**config.mk**
```make
export PLATFORM = sky130hd
export DESIGN_NAME = multicycle_control_fsm_flat
export DESIGN_NICKNAME = d
export VERILOG_FILES = /design/src/rtl/multicycle_control_fsm_if.sv /design/src/rtl/multicycle_control_fsm.sv /design/src/flat_wrapper.sv
export SDC_FILE = /design/constraint.sdc
export NUM_CORES = 1
export LEC_CHECK = 0
export CORE_UTILIZATION = 38
export DETAILED_ROUTE_END_ITERATION = 8
export PLACE_DENSITY = 0.86
export SYNTH_ARGS = -nofsm -noshare
export SYNTH_HDL_FRONTEND = slang
export SYNTH_SLANG_ARGS = --single-unit
```
**constraint.sdc**
```tcl
create_clock -name clk -period 1.5 [get_ports clk]
set_clock_uncertainty 0.05 [all_clocks]
set_input_delay 0.225 -clock clk [delete_from_list [all_inputs] [get_ports clk]]
set_output_delay 0.225 -clock clk [all_outputs]
set_load 0.05 [all_outputs]
```
**src/rtl/multicycle_control_fsm_if.sv**
```systemverilog
// -----------------------------------------------------------------------------
// multicycle_control_fsm_if
//
// Bundle between the multicycle control unit and the datapath.
//   Datapath -> control : inst (IR contents), zero (ALU zero flag)
//   Control -> datapath : register enables, memory strobes and mux selects
//
// Modports:
//   master - the control unit (reads inst/zero, drives every control line)
//   slave  - the datapath (drives inst/zero, consumes the control lines)
// -----------------------------------------------------------------------------
interface multicycle_control_fsm_if;
  logic [31:0] inst;
  logic        zero;

  logic        pc_write;
  logic        ir_write;
  logic        mem_read;
  logic        mem_write;
  logic        reg_write;
  logic        i_or_d;
  logic        mem_to_reg;
  logic        alu_src_a;
  logic [1:0]  alu_src_b;
  logic        pc_source;
  logic [3:0]  alu_control;

  modport master (
    input  inst, zero,
    output pc_write, ir_write, mem_read, mem_write, reg_write,
           i_or_d, mem_to_reg, alu_src_a, alu_src_b, pc_source, alu_control
  );

  modport slave (
    output inst, zero,
    input  pc_write, ir_write, mem_read, mem_write, reg_write,
           i_or_d, mem_to_reg, alu_src_a, alu_src_b, pc_source, alu_control
  );
endinterface

```
**src/rtl/multicycle_control_fsm.sv**
```systemverilog
// -----------------------------------------------------------------------------
// multicycle_control_fsm
//
// Main control unit of the multicycle RV32I-subset datapath (lw, sw, add, sub,
// and, or, addi, andi, ori, beq). One state per cycle through fetch, decode,
// execute, memory and writeback; also decodes the ALU operation and keeps a
// retired-instruction counter for debug.
//
// Ports:
//   clk         - clock, all state updates on the rising edge
//   reset       - asynchronous active-low reset (0 = held in FETCH)
//   ctrl        - master side of multicycle_control_fsm_if (inst/zero in,
//                 all enables, strobes and mux selects out)
//   state       - current state encoding (debug)
//   instr_count - retired supported instructions, wraps modulo 2^CNT_W
// -----------------------------------------------------------------------------
module multicycle_control_fsm #(
  parameter int CNT_W = 32
) (
  input  logic                     clk,
  input  logic                     reset,
  multicycle_control_fsm_if.master ctrl,
  output logic [3:0]               state,
  output logic [CNT_W-1:0]         instr_count
);

  typedef enum logic [3:0] {
    S_FETCH     = 4'd0,
    S_DECODE    = 4'd1,
    S_MEM_ADDR  = 4'd2,
    S_MEM_READ  = 4'd3,
    S_MEM_WB    = 4'd4,
    S_MEM_WRITE = 4'd5,
    S_EXEC_R    = 4'd6,
    S_EXEC_I    = 4'd7,
    S_ALU_WB    = 4'd8,
    S_BRANCH    = 4'd9
  } state_t;

  localparam logic [3:0] ALU_AND = 4'b0000;
  localparam logic [3:0] ALU_OR  = 4'b0001;
  localparam logic [3:0] ALU_ADD = 4'b0010;
  localparam logic [3:0] ALU_SUB = 4'b0110;

  localparam logic [6:0] OP_LOAD   = 7'b0000011;
  localparam logic [6:0] OP_STORE  = 7'b0100011;
  localparam logic [6:0] OP_R      = 7'b0110011;
  localparam logic [6:0] OP_I      = 7'b0010011;
  localparam logic [6:0] OP_BRANCH = 7'b1100011;

  // Instruction fields. IR is only written in FETCH, so these stay stable
  // for the rest of the instruction.
  logic [6:0] opcode;
  logic [2:0] funct3;
  logic       funct7b5;
  logic       funct_ok;
  logic       unused_inst_bits;

  assign opcode   = ctrl.inst[6:0];
  assign funct3   = ctrl.inst[14:12];
  assign funct7b5 = ctrl.inst[30];
  // Only add/sub (000), or (110) and and (111) exist in this subset, for both
  // the R-type and I-type groups.
  assign funct_ok = (funct3 == 3'b000) || (funct3 == 3'b110) || (funct3 == 3'b111);
  assign unused_inst_bits = ^{ctrl.inst[31], ctrl.inst[29:15], ctrl.inst[11:7]};

  // funct7b5 selects SUB only for R-type; for I-type it is immediate data.
  function automatic logic [3:0] alu_decode(input logic [2:0] f3,
                                            input logic       f7b5,
                                            input logic       is_r);
    case (f3)
      3'b000:  return (is_r && f7b5) ? ALU_SUB : ALU_ADD;
      3'b111:  return ALU_AND;
      3'b110:  return ALU_OR;
      default: return ALU_ADD;
    endcase
  endfunction

  state_t state_q, state_d;

  // NOTE: sequential state uses non-blocking (<=) so every flop samples the
  // pre-edge value; blocking here would create order-dependent simulation.
  always_ff @(posedge clk or negedge reset) begin
    if (!reset) state_q <= S_FETCH;
    else        state_q <= state_d;
  end

  logic       pc_write, ir_write, mem_read, mem_write, reg_write;
  logic       i_or_d, mem_to_reg, alu_src_a, pc_source;
  logic [1:0] alu_src_b;
  logic [3:0] alu_control;

  // NOTE: every output and next_state gets a default before the case, so no
  // path through the block leaves a variable unassigned (no inferred latch).
  always_comb begin
    state_d     = S_FETCH;
    pc_write    = 1'b0;
    ir_write    = 1'b0;
    mem_read    = 1'b0;
    mem_write   = 1'b0;
    reg_write   = 1'b0;
    i_or_d      = 1'b0;
    mem_to_reg  = 1'b0;
    alu_src_a   = 1'b0;
    alu_src_b   = 2'b00;
    pc_source   = 1'b0;
    alu_control = ALU_ADD;

    case (state_q)
      S_FETCH: begin
        // PC <= PC + 4 while the instruction is read into IR.
        mem_read  = 1'b1;
        ir_write  = 1'b1;
        alu_src_b = 2'b01;
        pc_write  = 1'b1;
        state_d   = S_DECODE;
      end
      S_DECODE: begin
        // Speculatively form the branch target: PC is already PC+4 here.
        alu_src_b = 2'b10;
        case (opcode)
          OP_LOAD, OP_STORE: state_d = S_MEM_ADDR;
          OP_R:              state_d = funct_ok ? S_EXEC_R : S_FETCH;
          OP_I:              state_d = funct_ok ? S_EXEC_I : S_FETCH;
          OP_BRANCH:         state_d = (funct3 == 3'b000) ? S_BRANCH : S_FETCH;
          default:           state_d = S_FETCH;
        endcase
      end
      // ALUOut reloads every cycle, so the memory states keep the address
      // computation selected to hold the address stable.
      S_MEM_ADDR: begin
        alu_src_a = 1'b1;
        alu_src_b = 2'b10;
        state_d   = (opcode == OP_LOAD) ? S_MEM_READ : S_MEM_WRITE;
      end
      S_MEM_READ: begin
        alu_src_a = 1'b1;
        alu_src_b = 2'b10;
        i_or_d    = 1'b1;
        mem_read  = 1'b1;
        state_d   = S_MEM_WB;
      end
      S_MEM_WB: begin
        alu_src_a  = 1'b1;
        alu_src_b  = 2'b10;
        mem_to_reg = 1'b1;
        reg_write  = 1'b1;
        state_d    = S_FETCH;
      end
      S_MEM_WRITE: begin
        alu_src_a = 1'b1;
        alu_src_b = 2'b10;
        i_or_d    = 1'b1;
        mem_write = 1'b1;
        state_d   = S_FETCH;
      end
      S_EXEC_R: begin
        alu_src_a   = 1'b1;
        alu_src_b   = 2'b00;
        alu_control = alu_decode(funct3, funct7b5, 1'b1);
        state_d     = S_ALU_WB;
      end
      S_EXEC_I: begin
        alu_src_a   = 1'b1;
        alu_src_b   = 2'b10;
        alu_control = alu_decode(funct3, funct7b5, 1'b0);
        state_d     = S_ALU_WB;
      end
      S_ALU_WB: begin
        // Repeat whichever execute state we came from, keyed off the opcode.
        alu_src_a = 1'b1;
        if (opcode == OP_R) begin
          alu_src_b   = 2'b00;
          alu_control = alu_decode(funct3, funct7b5, 1'b1);
        end else begin
          alu_src_b   = 2'b10;
          alu_control = alu_decode(funct3, funct7b5, 1'b0);
        end
        reg_write = 1'b1;
        state_d   = S_FETCH;
      end
      S_BRANCH: begin
        // Only Mealy output: take the branch when A - B == 0.
        alu_src_a   = 1'b1;
        alu_src_b   = 2'b00;
        alu_control = ALU_SUB;
        pc_source   = 1'b1;
        pc_write    = ctrl.zero;
        state_d     = S_FETCH;
      end
      default: state_d = S_FETCH;
    endcase

    // The state register is already in FETCH during reset; this also keeps
    // FETCH's enables from writing PC/IR/memory while reset is asserted.
    if (!reset) begin
      pc_write  = 1'b0;
      ir_write  = 1'b0;
      mem_read  = 1'b0;
      mem_write = 1'b0;
      reg_write = 1'b0;
    end
  end

  assign ctrl.pc_write    = pc_write;
  assign ctrl.ir_write    = ir_write;
  assign ctrl.mem_read    = mem_read;
  assign ctrl.mem_write   = mem_write;
  assign ctrl.reg_write   = reg_write;
  assign ctrl.i_or_d      = i_or_d;
  assign ctrl.mem_to_reg  = mem_to_reg;
  assign ctrl.alu_src_a   = alu_src_a;
  assign ctrl.alu_src_b   = alu_src_b;
  assign ctrl.pc_source   = pc_source;
  assign ctrl.alu_control = alu_control;
  assign state            = state_q;

  // Every final state of a supported instruction returns to FETCH, so the
  // edge leaving it is the retire point.
  logic retire;
  assign retire = (state_q == S_MEM_WB) || (state_q == S_MEM_WRITE) ||
                  (state_q == S_ALU_WB) || (state_q == S_BRANCH);

  always_ff @(posedge clk or negedge reset) begin
    if (!reset)      instr_count <= '0;
    else if (retire) instr_count <= instr_count + CNT_W'(1);
  end

endmodule

```
**src/flat_wrapper.sv**
```systemverilog
// flat-port wrapper written by rule: the top's interface ports become plain ports
module multicycle_control_fsm_flat 
#(
  parameter int CNT_W = 32
)
  (clk, reset, state, instr_count, ctrl_inst, ctrl_zero, ctrl_pc_write, ctrl_ir_write, ctrl_mem_read, ctrl_mem_write, ctrl_reg_write, ctrl_i_or_d, ctrl_mem_to_reg, ctrl_alu_src_a, ctrl_alu_src_b, ctrl_pc_source, ctrl_alu_control);
  multicycle_control_fsm_if ctrl_i ();
  input  logic clk;
  input  logic reset;
  output logic [3:0] state;
  output logic [CNT_W-1:0] instr_count;
  input wire logic [$bits(ctrl_i.inst)-1:0] ctrl_inst;
  input wire logic [$bits(ctrl_i.zero)-1:0] ctrl_zero;
  output wire logic [$bits(ctrl_i.pc_write)-1:0] ctrl_pc_write;
  output wire logic [$bits(ctrl_i.ir_write)-1:0] ctrl_ir_write;
  output wire logic [$bits(ctrl_i.mem_read)-1:0] ctrl_mem_read;
  output wire logic [$bits(ctrl_i.mem_write)-1:0] ctrl_mem_write;
  output wire logic [$bits(ctrl_i.reg_write)-1:0] ctrl_reg_write;
  output wire logic [$bits(ctrl_i.i_or_d)-1:0] ctrl_i_or_d;
  output wire logic [$bits(ctrl_i.mem_to_reg)-1:0] ctrl_mem_to_reg;
  output wire logic [$bits(ctrl_i.alu_src_a)-1:0] ctrl_alu_src_a;
  output wire logic [$bits(ctrl_i.alu_src_b)-1:0] ctrl_alu_src_b;
  output wire logic [$bits(ctrl_i.pc_source)-1:0] ctrl_pc_source;
  output wire logic [$bits(ctrl_i.alu_control)-1:0] ctrl_alu_control;
  assign ctrl_i.inst = ctrl_inst;
  assign ctrl_i.zero = ctrl_zero;
  assign ctrl_pc_write = ctrl_i.pc_write;
  assign ctrl_ir_write = ctrl_i.ir_write;
  assign ctrl_mem_read = ctrl_i.mem_read;
  assign ctrl_mem_write = ctrl_i.mem_write;
  assign ctrl_reg_write = ctrl_i.reg_write;
  assign ctrl_i_or_d = ctrl_i.i_or_d;
  assign ctrl_mem_to_reg = ctrl_i.mem_to_reg;
  assign ctrl_alu_src_a = ctrl_i.alu_src_a;
  assign ctrl_alu_src_b = ctrl_i.alu_src_b;
  assign ctrl_pc_source = ctrl_i.pc_source;
  assign ctrl_alu_control = ctrl_i.alu_control;
  multicycle_control_fsm #(.CNT_W(CNT_W)) u_core (.clk(clk), .reset(reset), .ctrl(ctrl_i), .state(state), .instr_count(instr_count));
endmodule
```
* Yosys cells after proc, flatten, opt, wreduce, memory -nomap -nowiden
Index checks and enable logic that the tools add are counted.
W data, S select, Z words.
** Storage, ports and cells
- Flip-flop bits (word level) :: 36
- Bits in latches :: 0
- Memory bits (writable) :: 0
- ROM bits :: 0
- Input bits :: 35
- Output and inout port bits :: 51
- Word-level logic and storage cells :: 60
- Memories :: 0
** Operators by class
- $add $sub $neg :: 1
- Multiply operators :: 0
- Div/mod/pow operators :: 0
- Order comparisons :: 0
- Equality and inequality tests :: 16
- Shift-type cells :: 0
- Mux-type cells :: 27
- Bitwise logic cells :: 0
- Reductions and logical operators :: 14
** Operator list (count)
- $add A32 B1 Y32 const B :: 1
- $pmux W4 S4 :: 2
- $pmux W4 S5 :: 1
- $eq A4 B3 Y1 const B :: 4
- $eq A7 B6 Y1 const B :: 2
- $mux W1 :: 13
- $mux W3 :: 4
- $pmux W4 S3 :: 1
- $reduce_or A2 Y1 :: 5
- $eq A4 B2 Y1 const B :: 2
- $eq A4 B4 Y1 const B :: 2
- $mux W4 :: 2
- $reduce_or A8 Y1 :: 1
- $eq A7 B2 Y1 const B :: 1
- $eq A7 B5 Y1 const B :: 1
- $eq A7 B7 Y1 const B :: 1
- $eq A3 B3 Y1 const B :: 2
- $pmux W2 S3 :: 1
- $reduce_or A6 Y1 :: 1
- $logic_or A1 B1 Y1 :: 5
- $eq A4 B1 Y1 const B :: 1
- $logic_not A4 Y1 :: 1
- $pmux W2 S2 :: 1
- $logic_not A3 Y1 :: 1
- other kinds (2) :: 2

* Logic depth before layout (Yosys ltp)
Gate-level depths: netlist of the first run.
- Word-level depth :: 6
- Depth in mapped cells :: 5
- Depth with buffers taken out :: 5

* Least setup slack after synthesis of the first run
No wires, ideal clock.
- Path kind :: reg-to-output
- Start point :: register u_core.state_q[0], in the netlist u_core.state[0]
- End point :: output port ctrl_pc_write
- Arrival :: 3.319 ns
- Required time :: 1.225 ns
- Path slack :: -2.094 ns
- Stages on the path, launching flop included :: 5
- Buffers on the path :: 1
- Cell sequence :: dfrtp_1 > clkbuf_1 > nor4_1 > a21oi_1 > nor2b_1
** On the way
- Word-level cells in the longest chain between the ends :: 3
- Elaborated cells between the ends (all ways) :: 4
- Those cells by class :: eq/ne: 1; mux: 2; reduce/logical: 1
** Ends and longest elaborated chain
- start: declaration :: RTL line multicycle_control_fsm.sv:79 : state_t state_q, state_d;
- start signal: assignment :: RTL line multicycle_control_fsm.sv:85 : else state_q <= state_d;
- $eq A4 B4 Y1 or $logic_not A4 Y1 (tied branches) :: RTL line multicycle_control_fsm.sv:109 : case (state_q)
- $pmux W1 S2 * :: RTL line multicycle_control_fsm.sv:109
- $mux W1 * :: RTL line multicycle_control_fsm.sv:196 : if (!reset) begin
- end: declaration :: RTL line flat_wrapper.sv:14 : output wire logic [$bits(ctrl_i.pc_write)-1:0] ctrl_pc_write;
Every way passes the cells marked *; elsewhere a longest branch is shown, timed or not.

* Worst setup path after layout of the first run
- Start point :: register u_core.state_q[2], in the netlist u_core.state[2]
- End point :: output port ctrl_alu_control[1]
** On the way
- Word-level cells in the longest chain between the ends :: 2
- Elaborated cells between the ends (all ways) :: 5
- Those cells by class :: eq/ne: 4; mux: 1
** Ends and longest elaborated chain
- $eq A4 B4 Y1 or $eq A4 B3 Y1 (tied branches)
- $pmux W4 S4 * :: RTL line multicycle_control_fsm.sv:109
- end: declaration :: RTL line flat_wrapper.sv:24 : output wire logic [$bits(ctrl_i.alu_control)-1:0] ctrl_alu_control;
Marked as above.

==> metrics, run 1 <==
CTS H-tree depth 2; IO Port Bufs 63; die width 73.7 um; syn_nets 229; Seq/Total Area, Yosys 0.461; syn avg cell area 10.1 um2; HPWL Detailed 4.89 mm; Cells after Synth 193; crit-path max FO 4; ANT cells 0; Leak Pwr 2.15 nW; Cell Pwr Density 626 nW/um2; failing checks negative setup slack; All-Layer GR Usage 0.354; final setup margin -525 ps; Clock Latency Late Sink 300 ps; pre-CTS WS -563 ps; WL final 10.1 mm; vias in the first global route 2578; synthesized flop and latch total 36; CP delay by family, top flip-flops; area of the core 4850 um2; Num CTS Buffers 5; Util after Layout 0.943; CP Capture Type output pin; TritonCTS clock tree built; status complete, but fails checks; EDFF count, synth 0; via/cell ratio 5.70; Synth-to-Final Area Change 134%; Top-Level Pins 86; drt wl/cell 23.9 um; internal power 1.88 mW; maximum vdd drop 0.933 mV; residual DRC count 0; Sw Ratio 0.343; crit path time final 2020 ps; ANT nets after route 0; Slew Limit Fails 0; FP Rows 25; CP required 1220 ps; Slowest Stage Delay on Critical Path 440 ps; # setup viols final 50; Iteration-0 DRC Markers 189; GRT Residual Overflow 0; layout cells sized above 1 0.676; switching power 0.981 mW; Placed Area 3820 um2; CP max-delay cell dfrtp_2; initial antenna violation count 0; fmax 494 MHz; most common cell after layout, fill and taps aside buf_4; Most used DFF post-synth dfrtp_1; GPL Wtd Cong 0.823; multi-input logic area 1480 um2; Die Footprint 5430 um2; hold crit path type input pin to asynchronous set/reset pin; Area contributors post-synth dfrtp_1, xnor2_1, nand4_1, xor2_1, nor3_1; Hold Vio Cnt, Final 0; largest net degree at the start of global routing 27; 1st-pass router iterations 4; most frequent cells in the layout buf_4, buf_12, buf_6; RSZ-0062 raised after global routing yes; Synth top area share 0.461; clk slew on worst S/H paths 80 ps; asr flop ratio synth 1.00; CTS max path bufs 2; final std cell area, no fill 4570 um2; Root Buffer clkbuf_8; Layout fillers 113; Combinational Power Share 0.383; netlist area before placement 1950 um2; Sequential Area 923 um2; max cap viols 0; vias 2404; Starting Density 0.403; Synth area leader dfrtp_1; critical-path cell list nor2b_2, and2_4, o211ai_1, buf_4, buf_12; nets@finish 390; YS warnings 0; critical path type register to output pin; Power Total 2.86 mW; Critical Path AT 1750 ps; sequential power share 0.372; share of total power in the clock network 0.245; Die Y 73.7 um; first-pass GRT wire length 13.9 mm; CP bufs+invs 2; crit path launch type register; final period utilization 1.35; Cell variety after synth 40; TritonCTS Sinks 36
==> path summary, 6_finish.rpt <==
check,from,to,slack [ps],cells past startpoint
worst max register to register,u_core.state[2],u_core.instr_count[15],-380,5
worst max-delay path,u_core.state[2],ctrl_alu_control[1],-520,5
worst min register to register,u_core.instr_count[27],u_core.instr_count[27],520,1
worst min-delay path,reset,u_core.instr_count[17],20,2
max in group asynchronous,reset,u_core.state[1],740,3
min in group clk,ctrl_inst[0],u_core.state[1],290,3
==> power by group through the flow <==
stage | clock, mW | sequential, mW | combinational, mW
after floorplan | 0 | 1.21 | 0.277
after global placement | 0 | 1.07 | 0.911
after detailed placement | 0 | 1.08 | 0.931
after CTS | 0.692 | 1.06 | 1.00
after global routing | 0.755 | 1.07 | 1.13
final | 0.702 | 1.07 | 1.10
==> cells by family (layout without fill, tap and decap cells) <==
family                     count (synthesis)  in the layout  share of synthesized area
xor gates and xnor gates                  34             34                      0.152
other                                      1              1                    0.00192
and+or+nand+nor                           97             97                      0.307
AOI/OAI and AO/OA                         12             12                     0.0410
DFF                                       36             36                      0.461
adders and majority gates                  1              1                    0.00640
muxes                                      1              1                    0.00576
buffers and inverters                     11            173                     0.0243
==> stage by stage <==
| step | hold WS (ps) | TNS [ps] | std cells |
|---|---|---|---|
| after floorplan | -121 | -13500 | 193 |
| after global placement | 207 | -3640 | 390 |
| after detailed placement | 219 | -5530 | 390 |
| after CTS | 10.2 | -8760 | 415 |
| after global routing | 47.3 | -15240 | 422 |
| final | 22.8 | -13610 | 422 |
==> final cells by class <==
class,count,area share
Multi-Input combinational cell,146,0.323
Timing Repair Buffer,162,0.435
Tap cell,67,0.0183
Clock inverter,3,0.00410
Inverter,3,0.00246
Clock buffer,5,0.0150
Sequential cell,36,0.202
==> flip-flops by register name, summed over array words and instances, names as in the netlist <==
| register | cells |
|---|---|
| u_core.instr_count | 32 |
| u_core.state | 4 |
==> Yosys cell counts (all sizes together) (3+ instances only) <==
cell type,number
xnor2,24
nand2b,3
nand4,15
or3,4
clkbuf,4
nand3,9
nor4b,3
buf,4
dfrtp,36
nor3,13
nor2,8
and2,4
nand2,12
a21oi,3
nor2b,6
and3,8
inv,3
xor2,10
nor4,5
==> worst reg2reg max path: stages (launching register included) <==
cell and delay [ps]:
dfrtp_2 440, buf_4 170, xnor2_4 160, or3_4 450, nor4_4 180, xor2_1 310
==> per-layer routing <==
metal | vias to the layer above | wire length, um | track usage
li1 | 1010 | - | -
met1 | 1186 | 3450 | 0.372
met2 | 155 | 5450 | 0.651
met3 | 53 | 654 | 0.0782
met4 | 0 | 542 | 0.192
met5 | - | 0 | 0
==> timing repair <==
item / 4_1_cts / 5_1_grt
setup endpoints to repair: 47 / 50
pin swaps: 41 / 25
gates cloned: 1 / 0
hold buffers: 1 / 0
gates resized for setup: 71 / 32
hold endpoints to repair: 10 / 0
setup buffers: 15 / 9
Note: power is estimated with default switching activity, not from simulation.
==> run 2, diff against run 1 <==
--- a/config.mk
+++ b/config.mk
@@ -5,9 +5,11 @@
 export SDC_FILE = /design/constraint.sdc
 export NUM_CORES = 1
 export LEC_CHECK = 0
+export CORE_MARGIN = 5
 export CORE_UTILIZATION = 38
 export DETAILED_ROUTE_END_ITERATION = 8
 export PLACE_DENSITY = 0.86
+export SLEW_MARGIN = 20
 export SYNTH_ARGS = -nofsm -noshare
 export SYNTH_HDL_FRONTEND = slang
 export SYNTH_SLANG_ARGS = --single-unit
==> metrics, run 2 (synthesis gave the netlist of run 1 again) <==
hold path depth 3; largest net degree at the start of global routing 25; IO Port Bufs 63; area of the core 5040 um2; GPL Wtd Cong 0.825; HPWL Detailed 5.25 mm; CP max-delay cell dfrtp_2; share of total power in the clock network 0.262; residual DRC count 0; Synth-to-Final Area Change 135%; RR Endpoint u_core.instr_count[15]; RSZ-0062 raised after global routing yes; CTS H-tree depth 2; Num CTS Buffers 5; ANT nets after route 0; CP required 1220 ps; crit path time final 2000 ps; WHS Endpoint u_core.state[1]; crit-path max FO 7; failing checks negative setup slack; 1st-pass router iterations 5; Critical Path AT 1720 ps; setup tns final -13640 ps; Iteration-0 DRC Markers 179; sequential power share 0.367; Leak Pwr 2.19 nW; final period utilization 1.33; CP bufs+invs 2; internal power 1.90 mW; ANT cells 0; nets@finish 390; Cell Pwr Density 627 nW/um2; CP Capture Type output pin; most common cell after layout, fill and taps aside buf_4; most frequent cells in the layout buf_4, buf_12, buf_6; worst-case reg-to-reg path depth 5; Slowest Stage Delay on Critical Path 490 ps; vias in the first global route 2606; Sw Ratio 0.341; TritonCTS Sinks 36; critical-path cell list buf_4, nor2b_4, and3_4, a21oi_1, nor2b_2, buf_12; Clock Latency Late Sink 290 ps; first-pass GRT wire length 14.3 mm; Hold Vio Cnt, Final 0; # setup viols final 49; Starting Density 0.388; FF-to-FF setup slack -430 ps; hold crit path type input pin to register; Most flops, register u_core.instr_count; clk slew on worst S/H paths 80 ps; max cap viols 0; status complete, but fails checks; RR Startpoint u_core.state[3]; Die Y 81.7 um; via/cell ratio 5.96; GRT Residual Overflow 0; Root Buffer clkbuf_8; maximum vdd drop 0.653 mV; hold_sp ctrl_inst[0]; Slew Limit Fails 0; initial antenna violation count 1; FP Rows 26; layout cells sized above 1 0.668; Die Footprint 6680 um2; WL final 10.8 mm; critical path type register to output pin; crit path launch type register; Combinational Power Share 0.370; max reg flops 32; TritonCTS clock tree built; drt wl/cell 25.4 um; vias 2532; CTS max path bufs 2; die width 81.7 um; final setup margin -497 ps; CP delay by family, top simple AND/OR/NAND/NOR gates; All-Layer GR Usage 0.290; switching power 0.983 mW; Top-Level Pins 86; Util after Layout 0.913; fmax 501 MHz
-- run 2: cell types whose count changed in the layout (fill, tap and decap cells not counted), sizes merged --
cell           change
clkbuf             +1
clkdlybuf4s50      -2
dlymetal6s2s       +1
clkinv             -1
dlygate4sd2        +1
-- run 2: power groups by stage --
| stage | registers (mW) | clock network [mW] | logic, mW |
|---|---|---|---|
| after floorplan | 1.21 | 0 | 0.277 |
| after global placement | 1.07 | 0 | 0.910 |
| after detailed placement | 1.07 | 0 | 0.932 |
| after CTS | 1.06 | 0.713 | 0.974 |
| after global routing | 1.06 | 0.784 | 1.10 |
| final | 1.06 | 0.757 | 1.07 |
-- run 2: how the worst max path moves through the flow --
stage | startpoint | cells past startpoint | to
3_5_place_dp | ctrl_inst[0] | 6 | ctrl_alu_control[2]
4_1_cts | u_core.state[2] | 6 | ctrl_alu_control[1]
5_1_grt | u_core.state[1] | 6 | ctrl_pc_write
2_1_floorplan | u_core.state[2] | 5 | ctrl_alu_control[0]
6_report | u_core.state[1] | 6 | ctrl_pc_write
3_3_place_gp | ctrl_inst[0] | 6 | ctrl_alu_control[2]
-- run 2: timing repair --
action                                  CTS  global route
hold buffers                              1             0
hold endpoints to repair                 28             0
gates cloned                              1             0
pin swaps                                38            32
buffers inserted                         13             9
gates resized for setup                  64            39
endpoints found under the setup margin   48            49
-- run 2: worst register-to-register path, delay by kind of cell, from the launching register on --
kind                   cells  cell delay, ps
AND/OR/NAND/NOR            2             830
flip-flops                 1             430
XOR/XNOR                   2             390
buffers and inverters      1             160
-- run 2: area by class of cell --
class | instances | area, um2
timing repair buffer | 162 | 1980
multi-input combinational | 146 | 1510
sequential | 36 | 923
fill | 168 | 440
tap | 70 | 87.6
clock buffer | 6 | 82.6
inverter | 3 | 11.3
clock inverter | 2 | 10.0
-- run 2: per-stage QoR --
step / power (mW) / cells / setup WS (ps) / hold WS (ps) / area [um2]
after floorplan: 1.48 / 193 / -875 / -121 / 2140
after global placement: 1.98 / 393 / -442 / 220 / 3820
after detailed placement: 2.01 / 393 / -502 / 223 / 3820
after CTS: 2.75 / 416 / -425 / 389 / 4340
after global routing: 2.95 / 425 / -532 / 319 / 4600
final: 2.89 / 425 / -497 / 287 / 4600
-- run 2: layer usage --
metal,wire length (um),global-route usage
met2,5570,0.543
met3,816,0.0724
met1,3680,0.290
met4,726,0.159
met5,8,0
==> run 3, diff against run 2 <==
--- a/config.mk
+++ b/config.mk
@@ -6,7 +6,7 @@
 export NUM_CORES = 1
 export LEC_CHECK = 0
 export CORE_MARGIN = 5
-export CORE_UTILIZATION = 38
+export CORE_UTILIZATION = 40
 export DETAILED_ROUTE_END_ITERATION = 8
 export PLACE_DENSITY = 0.86
 export SLEW_MARGIN = 20
==> constraint.sdc (replaced) <==
create_clock -name clk -period 1.9 [get_ports clk]
set_clock_uncertainty 0.05 [all_clocks]
set_input_delay 0.285 -clock clk [delete_from_list [all_inputs] [get_ports clk]]
set_output_delay 0.285 -clock clk [all_outputs]
set_load 0.05 [all_outputs]
==> metrics, run 3 (synthesis gave the netlist of run 1 again) <==
Combinational Power Share 0.295; RSZ-0062 raised after global routing yes; Slowest Stage Delay on Critical Path 470 ps; crit path launch type register; nets@finish 326; Critical Path AT 1610 ps; switching power 0.695 mW; CP required 1560 ps; 1st-pass router iterations 6; Layout fillers 339; area of the core 4720 um2; Cell Pwr Density 642 nW/um2; Most flops, register u_core.instr_count; critical-path cell list buf_6, nor4_4, a21oi_2, nor2b_2, buf_12; Sw Ratio 0.321; failing checks negative setup slack; share of total power in the clock network 0.314; # setup viols final 6; Root Buffer clkbuf_8; Power Total 2.17 mW; internal power 1.47 mW; Num CTS Buffers 5; residual DRC count 0; Die Y 79.9 um; final period utilization 1.02; Synth-to-Final Area Change 72.7%; actual slew at the worst max-slew pin 540 ps; ANT nets after route 0; most common cell after layout, fill and taps aside buf_4; GPL Wtd Cong 0.853; ANT cells 0; Slew Limit Fails 0; Util after Layout 0.714; via/cell ratio 5.26; hold crit path type input pin to asynchronous set/reset pin; Leak Pwr 1.62 nW; GRT Residual Overflow 0; Worst slew margin 0.639; largest net degree at the start of global routing 26; most frequent cells in the layout buf_4, xnor2_1, dfrtp_1; die width 79.9 um; max reg flops 32; final setup margin -44.9 ps; WL final 5.84 mm; Die Footprint 6380 um2; CTS H-tree depth 2; maximum vdd drop 0.564 mV; initial antenna violation count 0; IO Port Bufs 63; fmax 514 MHz; drt wl/cell 16.3 um; Starting Density 0.414; sequential power share 0.391; Iteration-0 DRC Markers 108; TritonCTS clock tree built; max cap viols 0; critical path type register to output pin; clk slew on worst S/H paths 80 ps; FP Rows 25; All-Layer GR Usage 0.186; Clock Latency Late Sink 290 ps; CP delay by family, top simple AND/OR/NAND/NOR gates; vias in the first global route 1989; pre-CTS WS -212 ps; HPWL Detailed 3.87 mm; Top-Level Pins 86; vias 1884; crit path time final 1940 ps; first-pass GRT wire length 9.23 mm; layout cells sized above 1 0.450; status complete, but fails checks; TritonCTS Sinks 36; CP Capture Type output pin; CP max-delay cell dfrtp_2; CP bufs+invs 2; CTS max path bufs 2; crit-path max FO 6; Hold Vio Cnt, Final 0
[run 3: cell types whose count changed in the layout (fill, tap and decap cells not counted), moves of 6 or more]
cell and change:
nor3_4 -10, dlymetal6s2s_1 +6, nor3_1 +7, clkdlybuf4s50_1 +6
buf_6 -16, buf_12 -35, buf_4 -27
[run 3: repair_timing]
action | CTS | global route
hold buffers | 1 | 0
resized for setup | 30 | 21
pin swaps | 8 | 4
endpoints found under the setup margin | 10 | 21
buffers inserted | 12 | 5
endpoints found under the hold margin | 11 | 0
[run 3: area by class of cell]
type                       instances  area (um2)  share of cell area
multi-input combinational        146        1210               0.360
timing repair buffer              98        1030               0.306
sequential                        36         921               0.273
tap                               67        83.8              0.0248
clock buffer                       5        68.8              0.0204
clock inverter                     3        42.5              0.0126
inverter                           3        11.3             0.00334
[run 3: metrics by stage]
stage | hold WS (ps) | cell area (um2) | TNS [ps] | std cells
after global placement | 161 | 2940 | -398 | 332
final | 70.3 | 3370 | -160 | 358
after global routing | 102 | 3370 | -707 | 358
after floorplan | -60.6 | 2070 | -2390 | 193
after CTS | 57.8 | 3250 | -79.1 | 353
after detailed placement | 167 | 2940 | -398 | 332
[run 3: power groups by stage]
stage          clock (mW)  sequential (mW)  combinational, mW
2_1_floorplan           0            0.951              0.205
3_3_place_gp            0            0.859              0.540
3_5_place_dp            0            0.862              0.548
4_1_cts             0.694            0.842              0.613
5_1_grt             0.732            0.854              0.670
6_report            0.680            0.848              0.640
[run 3: path summary, 6_finish.rpt]
| path | startpoint | endpoint | slack [ps] | depth (start not counted) |
|---|---|---|---|---|
| worst min register to register | u_core.instr_count[31] | u_core.instr_count[31] | 430 | 1 |
| worst max-delay path | u_core.state[0] | ctrl_pc_write | -40 | 5 |
| min in group clk | ctrl_inst[5] | u_core.state[0] | 330 | 3 |
| worst max register to register | u_core.state[1] | u_core.instr_count[16] | 100 | 4 |
| max in group asynchronous | reset | u_core.state[0] | 820 | 2 |
| worst min-delay path | reset | u_core.instr_count[3] | 70 | 2 |
[run 3: per-layer routing]
metal  share of wire  track usage
met1            0.39        0.211
met2            0.51        0.316
met3           0.084       0.0621
met4           0.025       0.0828
met5               0            0
